### src/rtl/dmem_arbiter_pkg.sv
// Shared types and defaults for the data-memory arbiter.
// Optional build macro DMEM_ADDR_CHECK_EN is consumed by the interface and top.
package dmem_arb_pkg;

  localparam int ADDR_W_DEF    = 32;
  localparam int DATA_W_DEF    = 32;
  localparam int MEM_WORDS_DEF = 64;

  localparam logic OWN_M0 = 1'b0;
  localparam logic OWN_M1 = 1'b1;

  typedef enum logic [1:0] {
    IDLE  = 2'd0,
    SERVE = 2'd1,
    RESP  = 2'd2
  } state_t;

endpackage

### src/rtl/dmem_arbiter_if.sv
// Bus bundle between the two masters, the arbiter and the single-port memory.
// With DMEM_ADDR_CHECK_EN defined the bundle also carries m0_err / m1_err.
interface dmem_arbiter_if
  import dmem_arb_pkg::*;
#(
  parameter int ADDR_W = ADDR_W_DEF,
  parameter int DATA_W = DATA_W_DEF
) ();

  logic              m0_req;
  logic              m0_we;
  logic [ADDR_W-1:0] m0_addr;
  logic [DATA_W-1:0] m0_wdata;
  logic              m0_ack;
  logic [DATA_W-1:0] m0_rdata;

  logic              m1_req;
  logic              m1_we;
  logic [ADDR_W-1:0] m1_addr;
  logic [DATA_W-1:0] m1_wdata;
  logic              m1_ack;
  logic [DATA_W-1:0] m1_rdata;

  logic              mem_write;
  logic              mem_read;
  logic [ADDR_W-1:0] mem_address;
  logic [DATA_W-1:0] mem_write_data;
  logic [DATA_W-1:0] mem_read_data;

`ifdef DMEM_ADDR_CHECK_EN
  logic              m0_err;
  logic              m1_err;
`endif

  // Arbiter side.
  modport slave (
    input  m0_req, m0_we, m0_addr, m0_wdata,
    input  m1_req, m1_we, m1_addr, m1_wdata,
    output m0_ack, m0_rdata, m1_ack, m1_rdata,
    output mem_write, mem_read, mem_address, mem_write_data,
`ifdef DMEM_ADDR_CHECK_EN
    output m0_err, m1_err,
`endif
    input  mem_read_data
  );

  // Requester/memory side.
  modport master (
    output m0_req, m0_we, m0_addr, m0_wdata,
    output m1_req, m1_we, m1_addr, m1_wdata,
    input  m0_ack, m0_rdata, m1_ack, m1_rdata,
    input  mem_write, mem_read, mem_address, mem_write_data,
`ifdef DMEM_ADDR_CHECK_EN
    input  m0_err, m1_err,
`endif
    output mem_read_data
  );

endinterface

### src/rtl/dmem_arbiter_rr_arb2.sv
// Combinational two-way round-robin pick: on a tie the master that did not
// win last time gets the grant.
module rr_arb2
  import dmem_arb_pkg::*;
(
  input  logic req0,
  input  logic req1,
  input  logic last_grant,
  output logic gnt_valid,
  output logic gnt_id
);

  always_comb begin
    gnt_valid = req0 | req1;
    gnt_id    = OWN_M0;
    if (req0 && req1) begin
      gnt_id = ~last_grant;
    end else if (req1) begin
      gnt_id = OWN_M1;
    end
  end

endmodule

### src/rtl/dmem_arbiter.sv
// Two-master arbiter and access sequencer for the 64-word data memory.
// Build macro DMEM_ADDR_CHECK_EN adds alignment/range checking with err pulses.
//
// state | meaning
// IDLE  | wait for a request; pick owner and latch its we/addr/wdata
// SERVE | drive memory from the latched copy; capture read data
// RESP  | owner's ack (and err) high; remember owner for fairness
module dmem_arbiter
  import dmem_arb_pkg::*;
#(
  parameter int ADDR_W = ADDR_W_DEF,
  parameter int DATA_W = DATA_W_DEF
`ifdef DMEM_ADDR_CHECK_EN
  , parameter int MEM_WORDS = MEM_WORDS_DEF
`endif
) (
  input logic           clk,
  input logic           rst_n,
  dmem_arbiter_if.slave bus
);

  state_t            state_q, state_d;
  logic              last_q, last_d;
  logic              own_q, own_d;
  logic              we_q, we_d;
  logic [ADDR_W-1:0] addr_q, addr_d;
  logic [DATA_W-1:0] wdata_q, wdata_d;
  logic              ack0_q, ack0_d;
  logic              ack1_q, ack1_d;
  logic [DATA_W-1:0] rdata0_q, rdata0_d;
  logic [DATA_W-1:0] rdata1_q, rdata1_d;
`ifdef DMEM_ADDR_CHECK_EN
  logic              err0_q, err0_d;
  logic              err1_q, err1_d;
`endif

  logic              gnt_valid;
  logic              gnt_id;
  logic              access_ok;
  logic              mem_we;
  logic              mem_re;
  logic [ADDR_W-1:0] mem_addr;
  logic [DATA_W-1:0] mem_wd;

  rr_arb2 u_rr_arb2 (
    .req0      (bus.m0_req),
    .req1      (bus.m1_req),
    .last_grant(last_q),
    .gnt_valid (gnt_valid),
    .gnt_id    (gnt_id)
  );

`ifdef DMEM_ADDR_CHECK_EN
  localparam logic [ADDR_W-1:0] ADDR_LIMIT = ADDR_W'(MEM_WORDS * 4);
  assign access_ok = (addr_q[1:0] == 2'b00) && (addr_q < ADDR_LIMIT);
`else
  // Unchecked build: every address is forwarded and aliases in the memory.
  assign access_ok = 1'b1;
`endif

  always_comb begin
    state_d  = state_q;
    last_d   = last_q;
    own_d    = own_q;
    we_d     = we_q;
    addr_d   = addr_q;
    wdata_d  = wdata_q;
    ack0_d   = 1'b0;
    ack1_d   = 1'b0;
    rdata0_d = rdata0_q;
    rdata1_d = rdata1_q;
`ifdef DMEM_ADDR_CHECK_EN
    err0_d   = 1'b0;
    err1_d   = 1'b0;
`endif
    mem_we   = 1'b0;
    mem_re   = 1'b0;
    mem_addr = '0;
    mem_wd   = '0;

    case (state_q)
      IDLE: begin
        if (gnt_valid) begin
          own_d   = gnt_id;
          state_d = SERVE;
          if (gnt_id == OWN_M1) begin
            we_d    = bus.m1_we;
            addr_d  = bus.m1_addr;
            wdata_d = bus.m1_wdata;
          end else begin
            we_d    = bus.m0_we;
            addr_d  = bus.m0_addr;
            wdata_d = bus.m0_wdata;
          end
        end
      end

      SERVE: begin
        mem_addr = addr_q;
        mem_wd   = wdata_q;
        mem_we   = we_q & access_ok;
        mem_re   = ~we_q & access_ok;
        // ack is registered here so it is visible for exactly the RESP cycle
        if (own_q == OWN_M1) begin
          ack1_d = 1'b1;
          if (!access_ok)  rdata1_d = '0;
          else if (!we_q)  rdata1_d = bus.mem_read_data;
`ifdef DMEM_ADDR_CHECK_EN
          err1_d = ~access_ok;
`endif
        end else begin
          ack0_d = 1'b1;
          if (!access_ok)  rdata0_d = '0;
          else if (!we_q)  rdata0_d = bus.mem_read_data;
`ifdef DMEM_ADDR_CHECK_EN
          err0_d = ~access_ok;
`endif
        end
        state_d = RESP;
      end

      RESP: begin
        last_d  = own_q;
        state_d = IDLE;
      end

      default: state_d = IDLE;
    endcase
  end

  always_ff @(posedge clk or negedge rst_n) begin
    if (!rst_n) begin
      state_q  <= IDLE;
      last_q   <= OWN_M1;
      own_q    <= OWN_M0;
      we_q     <= 1'b0;
      addr_q   <= '0;
      wdata_q  <= '0;
      ack0_q   <= 1'b0;
      ack1_q   <= 1'b0;
      rdata0_q <= '0;
      rdata1_q <= '0;
`ifdef DMEM_ADDR_CHECK_EN
      err0_q   <= 1'b0;
      err1_q   <= 1'b0;
`endif
    end else begin
      state_q  <= state_d;
      last_q   <= last_d;
      own_q    <= own_d;
      we_q     <= we_d;
      addr_q   <= addr_d;
      wdata_q  <= wdata_d;
      ack0_q   <= ack0_d;
      ack1_q   <= ack1_d;
      rdata0_q <= rdata0_d;
      rdata1_q <= rdata1_d;
`ifdef DMEM_ADDR_CHECK_EN
      err0_q   <= err0_d;
      err1_q   <= err1_d;
`endif
    end
  end

  assign bus.m0_ack         = ack0_q;
  assign bus.m1_ack         = ack1_q;
  assign bus.m0_rdata       = rdata0_q;
  assign bus.m1_rdata       = rdata1_q;
  assign bus.mem_write      = mem_we;
  assign bus.mem_read       = mem_re;
  assign bus.mem_address    = mem_addr;
  assign bus.mem_write_data = mem_wd;
`ifdef DMEM_ADDR_CHECK_EN
  assign bus.m0_err         = err0_q;
  assign bus.m1_err         = err1_q;
`endif

endmodule

### src/flat_wrapper.sv
// flat-port wrapper written by rule: the top's interface ports become plain ports
module dmem_arbiter_flat import dmem_arb_pkg::*;
#(
  parameter int ADDR_W = ADDR_W_DEF,
  parameter int DATA_W = DATA_W_DEF

)
  (clk, rst_n, bus_m0_req, bus_m0_we, bus_m0_addr, bus_m0_wdata, bus_m1_req, bus_m1_we, bus_m1_addr, bus_m1_wdata, bus_m0_ack, bus_m0_rdata, bus_m1_ack, bus_m1_rdata, bus_mem_write, bus_mem_read, bus_mem_address, bus_mem_write_data, bus_mem_read_data);
  dmem_arbiter_if #(.ADDR_W(ADDR_W), .DATA_W(DATA_W)) bus_i ();
  input logic clk;
  input logic rst_n;
  input wire logic [$bits(bus_i.m0_req)-1:0] bus_m0_req;
  input wire logic [$bits(bus_i.m0_we)-1:0] bus_m0_we;
  input wire logic [$bits(bus_i.m0_addr)-1:0] bus_m0_addr;
  input wire logic [$bits(bus_i.m0_wdata)-1:0] bus_m0_wdata;
  input wire logic [$bits(bus_i.m1_req)-1:0] bus_m1_req;
  input wire logic [$bits(bus_i.m1_we)-1:0] bus_m1_we;
  input wire logic [$bits(bus_i.m1_addr)-1:0] bus_m1_addr;
  input wire logic [$bits(bus_i.m1_wdata)-1:0] bus_m1_wdata;
  output wire logic [$bits(bus_i.m0_ack)-1:0] bus_m0_ack;
  output wire logic [$bits(bus_i.m0_rdata)-1:0] bus_m0_rdata;
  output wire logic [$bits(bus_i.m1_ack)-1:0] bus_m1_ack;
  output wire logic [$bits(bus_i.m1_rdata)-1:0] bus_m1_rdata;
  output wire logic [$bits(bus_i.mem_write)-1:0] bus_mem_write;
  output wire logic [$bits(bus_i.mem_read)-1:0] bus_mem_read;
  output wire logic [$bits(bus_i.mem_address)-1:0] bus_mem_address;
  output wire logic [$bits(bus_i.mem_write_data)-1:0] bus_mem_write_data;
  input wire logic [$bits(bus_i.mem_read_data)-1:0] bus_mem_read_data;
  assign bus_i.m0_req = bus_m0_req;
  assign bus_i.m0_we = bus_m0_we;
  assign bus_i.m0_addr = bus_m0_addr;
  assign bus_i.m0_wdata = bus_m0_wdata;
  assign bus_i.m1_req = bus_m1_req;
  assign bus_i.m1_we = bus_m1_we;
  assign bus_i.m1_addr = bus_m1_addr;
  assign bus_i.m1_wdata = bus_m1_wdata;
  assign bus_m0_ack = bus_i.m0_ack;
  assign bus_m0_rdata = bus_i.m0_rdata;
  assign bus_m1_ack = bus_i.m1_ack;
  assign bus_m1_rdata = bus_i.m1_rdata;
  assign bus_mem_write = bus_i.mem_write;
  assign bus_mem_read = bus_i.mem_read;
  assign bus_mem_address = bus_i.mem_address;
  assign bus_mem_write_data = bus_i.mem_write_data;
  assign bus_i.mem_read_data = bus_mem_read_data;
  dmem_arbiter #(.ADDR_W(ADDR_W), .DATA_W(DATA_W)) u_core (.clk(clk), .rst_n(rst_n), .bus(bus_i));
endmodule
### config.mk
export PLATFORM = sky130hd
export DESIGN_NAME = dmem_arbiter_flat
export DESIGN_NICKNAME = d
export VERILOG_FILES = /design/src/rtl/dmem_arbiter_pkg.sv /design/src/rtl/dmem_arbiter_if.sv /design/src/rtl/dmem_arbiter_rr_arb2.sv /design/src/rtl/dmem_arbiter.sv /design/src/flat_wrapper.sv
export SDC_FILE = /design/constraint.sdc
export NUM_CORES = 1
export LEC_CHECK = 0
export BUFFER_PORTS_ARGS = -buffer_cell sky130_fd_sc_hd__buf_2
export CAP_MARGIN = 15
export CORE_MARGIN = 4
export CORE_UTILIZATION = 35
export CTS_BUF_LIST = sky130_fd_sc_hd__clkbuf_16
export DETAILED_ROUTE_END_ITERATION = 16
export SLEW_MARGIN = 10
export SYNTH_ARGS = -nofsm -noshare
export SYNTH_HDL_FRONTEND = slang
export SYNTH_HIERARCHICAL = 1
export SYNTH_SLANG_ARGS = --single-unit
export TNS_END_PERCENT = 10
### constraint.sdc
create_clock -name clk -period 2.95 [get_ports clk]
set_input_delay 0.7375 -clock clk [delete_from_list [all_inputs] [get_ports clk]]
set_output_delay 0.7375 -clock clk [all_outputs]
set_load 0.005 [all_outputs]
Word level (Yosys, flattened, before mapping):

Index checks and enable logic that the tools add are counted.

* output and inout port bits: 132
* input bits: 166
* bits in registers: 135

* bitwise gates (word level): 4
* equal/unequal tests: 3
* reduce and logical (&&, ||, !) cells: 5
* mux-type cells: 15

Operators by type and width (count)
* $mux W32: 4
* $mux W1: 9
* $reduce_and A3 Y1: 2
* $pmux W2 S2: 1
* $not A1 Y1: 3
* $eq A2 B1 Y1 const B: 1
* $eq A2 B2 Y1 const B: 1
* $logic_not A2 Y1: 1
* $mux W2: 1
* $ne A2 B1 Y1 const B: 1
* $reduce_and A2 Y1: 1
* $logic_and A1 B1 Y1: 1
* $or A1 B1 Y1: 1

Longest topological paths before layout:

* word-level depth: 3
* mapped depth: 5
* mapped depth without buffers: 3

By module:

Netlist, hierarchy kept.

Modules (own cells, without submodules)
* dmem_arbiter: times used 1, area an instance 6362.4 sq um, sequential area each 3379.5 sq um, cells an instance 433
* rr_arb2: times used 1, area an instance 13.8 sq um, sequential area each 0.0 sq um, cells an instance 2

Least setup slack after synthesis:

OpenSTA, ideal clock, no wires.

* kind: input -> register
* start point: in bus_m1_req
* end point: reg u_core.wdata_q[10]
* data arrival time: 1.953 ns
* stages: 5
* setup slack: 0.872 ns
* data required time: 2.825 ns
* setup time: 0.125 ns
* cells stage by stage: a21boi_1 -> buf_2 -> buf_2 -> mux2_2 -> mux2_2

* longest elaborated chain between the ends: 3

Ends and longest elaborated chain
* start, declared: line flat_wrapper.sv:16 `input wire logic [$bits(bus_i.m1_req)-1:0] bus_m1_req;`
* $mux W1 / $logic_and A1 B1 Y1 (equally long branches): line dmem_arbiter_rr_arb2.sv:18, dmem_arbiter_rr_arb2.sv:16
* $mux W1: line dmem_arbiter_rr_arb2.sv:16 `if (req0 && req1) begin`
* $mux W32: line dmem_arbiter.sv:86 `if (gnt_id == OWN_M1) begin`
* end signal, assigned: line dmem_arbiter.sv:153 `wdata_q <= wdata_d;`
* end, declared: line dmem_arbiter.sv:27 `logic [DATA_W-1:0] wdata_q, wdata_d;`

Parallel ways exist; a longest one is shown, timed or not.
A chain may end at the register's enable or synchronous reset.

Worst setup path in the final report:

* start point: reg u_core.state_q[1]
* end point: out bus_mem_address[2]

* longest elaborated chain between the ends: 2

Ends and longest elaborated chain
* start, declared: line dmem_arbiter.sv:22 `state_t state_q, state_d;`
* start signal, assigned: line dmem_arbiter.sv:148 `state_q <= state_d;`
* $eq A2 B1 Y1: line dmem_arbiter.sv:81 `case (state_q)`
* $mux W32: line dmem_arbiter.sv:81
* end, declared: line flat_wrapper.sv:26 `output wire logic [$bits(bus_i.mem_address)-1:0] bus_mem_address;`

No other way between the ends.

==> flow_metrics.env <==
export IMPL_yosys_top_cells_area="dfrtp_1, mux2_2, mux2_4"
export IMPL_fin_total_pwr_mw=8.90
export IMPL_vdd_ir_drop_max_v=0.000531
export IMPL_num_vias=4584
export IMPL_globalplace_congestion=0.773
export IMPL_max_slew_margin_pct=54.7
export IMPL_synthCells=435
export IMPL_fin_tns_setup_ps=0
export IMPL_final_cell_count_no_fill=976
export IMPL_fp_dieArea_um2=20400
export IMPL_place_ws_ps=716
export IMPL_synthesis_area_um2=6380
export IMPL_avgSynthCellArea_um2=14.7
export IMPL_leakage_nw=4.31
export IMPL_dp_cells=944
export IMPL_layout_commonest_cell="buf_2"
export IMPL_io_buffers=297
export IMPL_antenna_found_initial=0
export IMPL_cap_violations=0
export IMPL_tightest_slew_ps=680
export IMPL_skew_ps=6.65
export IMPL_synth_top_cell_by_area="dfrtp_1"
export IMPL_grt_overflow=0
export IMPL_cts_setup_buffers=0
export IMPL_stdcell_area_um2=8710
export IMPL_status="finished clean"
export IMPL_rsz0062_at_grt="false"
export IMPL_fin_hold_ws_ps=274
export IMPL_synth_warnings=6
export IMPL_cp_slowest_cell="dfrtp_1"
export IMPL_drt_iter0_markers=63
export IMPL_synth_top_area_share_pct=52.6
export IMPL_setup_ws_ps=416
export IMPL_dp_hpwl_um=12700
export IMPL_slew_viol_final=0
export IMPL_drc=0
export IMPL_post_cts_resized=0
export IMPL_setup_viol=0
export IMPL_cp_end_kind="output pin"
export IMPL_antenna_cells=0
export IMPL_core_area_um2=18000
export IMPL_grt_start_max_net_pins=58
export IMPL_finalHoldViolCount=0
export IMPL_num_nets_final=900
export IMPL_ant_nets=0
export IMPL_wl_um=16900
export IMPL_worstHoldPathType="input port to asynchronous set/reset pin"
export IMPL_final_core_util_pct=48.5
export IMPL_cts_hold_buffers=0
export IMPL_cts_buffers_inserted=17
export IMPL_synth_seq_cells=135
export IMPL_drt_pass1_iter_count=4
export IMPL_synthToLayoutAreaGrowth_pct=36.7
export IMPL_layout_common_cells="buf_2, mux2_2, dfrtp_1, and2_1"
export IMPL_cts_htree_levels=4
export IMPL_wl_per_cell_um=17.4
export IMPL_syn_num_nets=601
export IMPL_path_cells="nand2b_1 > inv_1 > buf_4 > and2_1 > buf_2"
export IMPL_ys_seq_area_share_pct=53.0
export IMPL_routed_via_density=4.70
export IMPL_ys_types=18
export IMPL_grt_pass1_vias=5185
export IMPL_rows=49
export IMPL_layout_min_cycle_time_ps=2530
export IMPL_fin_crit_sh_pct=85.9
export IMPL_grt_usage_pct=16.6
export IMPL_cellPowerDensity_nw_per_um2=1020
export IMPL_startpoint_type="register"
export IMPL_crit_type="register to output pin"
export IMPL_crit_fanout=35
export IMPL_fmax_mhz=395
export IMPL_cts_tree="done"
export IMPL_arrival_ps=1800
export IMPL_cts_reportedPaths_clkPinSlew_ps=70
export IMPL_pin_count=298
export IMPL_clock_latency_ps=410
export IMPL_cts_sinks=135
export IMPL_place_area_um2=8100
export IMPL_fp_dieW_um=143
export IMPL_crit_required_ps=2210
export IMPL_root_buffer="clkbuf_16"
export IMPL_cts_buffer_depth=2
export IMPL_cpPeakStageDelay_ps=460
export IMPL_drive_gt1_share_pct=68.4
export IMPL_grt_pass1_wl_um=26600
export IMPL_die_h_um=143
export IMPL_initial_core_util_pct=35.5
critical path, delay by kind of cell (launching register included):
family	cells	cell delay, ps
flops	1	460
buf+inv	3	510
simple gates	2	410
sequential cells by signal (all words and copies together), names as in the netlist:
signal	flops
u_core/we_q	1
u_core/own_q	1
u_core/wdata_q	32
u_core/bus.m1_rdata	32
u_core/addr_q	32
u_core/bus.m0_rdata	32
u_core/bus.m1_ack	1
u_core/state_q	2
u_core/bus.m0_ack	1
u_core/last_q	1
path summary, 6_finish.rpt:
check / endpoint / slack (ps) / depth (start not counted) / from
min in group clk: u_core/bus.m0_rdata[28]$_DFFE_PN0P_ / 480 / 1 / u_core/bus.m0_rdata[28]$_DFFE_PN0P_
hold / removal: u_core/addr_q[2]$_DFFE_PN0P_ / 270 / 1 / rst_n
setup / recovery: bus_mem_address[2] / 420 / 5 / u_core/state_q[1]$_DFFE_PN0P_
hold reg to reg: u_core/bus.m0_rdata[28]$_DFFE_PN0P_ / 480 / 1 / u_core/bus.m0_rdata[28]$_DFFE_PN0P_
setup reg to reg: u_core/bus.m1_rdata[31]$_DFFE_PN0P_ / 960 / 3 / u_core/we_q$_DFFE_PN0P_
max in group asynchronous: u_core/bus.m0_rdata[24]$_DFFE_PN0P_ / 1910 / 2 / rst_n
layout make-up:
cell class	count	area, um2
clock inverter	15	185
sequential	135	3380
timing repair buffer	308	1600
fill	1610	9250
inverter	1	3.75
clock buffer	17	425
multi-input combinational	271	2830
tap	229	287
cell usage after synthesis:
cell type and count:
or2_1 1, nand2b_1 2, inv_1 1, a21boi_1 1, clkbuf_1 8, and4bb_1 1
nor3b_2 1, nor4b_4 1, dfrtp_1 134, mux2_1 30, buf_4 4, mux2_4 30
buf_2 10, dfstp_2 1, nor2_1 2, mux2_2 136, buf_6 6, and2_1 66
where the power goes:
group	internal [mW]	switching (mW)
registers	2.81	0.491
logic	2.02	1.37
clock network	1.29	0.915
cell families (layout without fill, tap and decap cells):
group	after synthesis	in the layout	synth area share (%)
buffers and inverters	29	341	2.85
and+or+nand+nor	74	74	7.65
muxes	196	196	36.4
AOI/OAI and AO/OA	1	1	0.118
DFF	135	135	53.0
metal layers:
metal | up-vias | GRT usage, % | part of all wire (%)
li1 | 2116 | - | -
met1 | 2279 | 17.9 | 37
met2 | 170 | 29.8 | 53
met3 | 19 | 7.10 | 8.8
met4 | 0 | 4.55 | 1.7
met5 | - | 0 | 0
(Power assumes the default switching activity.)
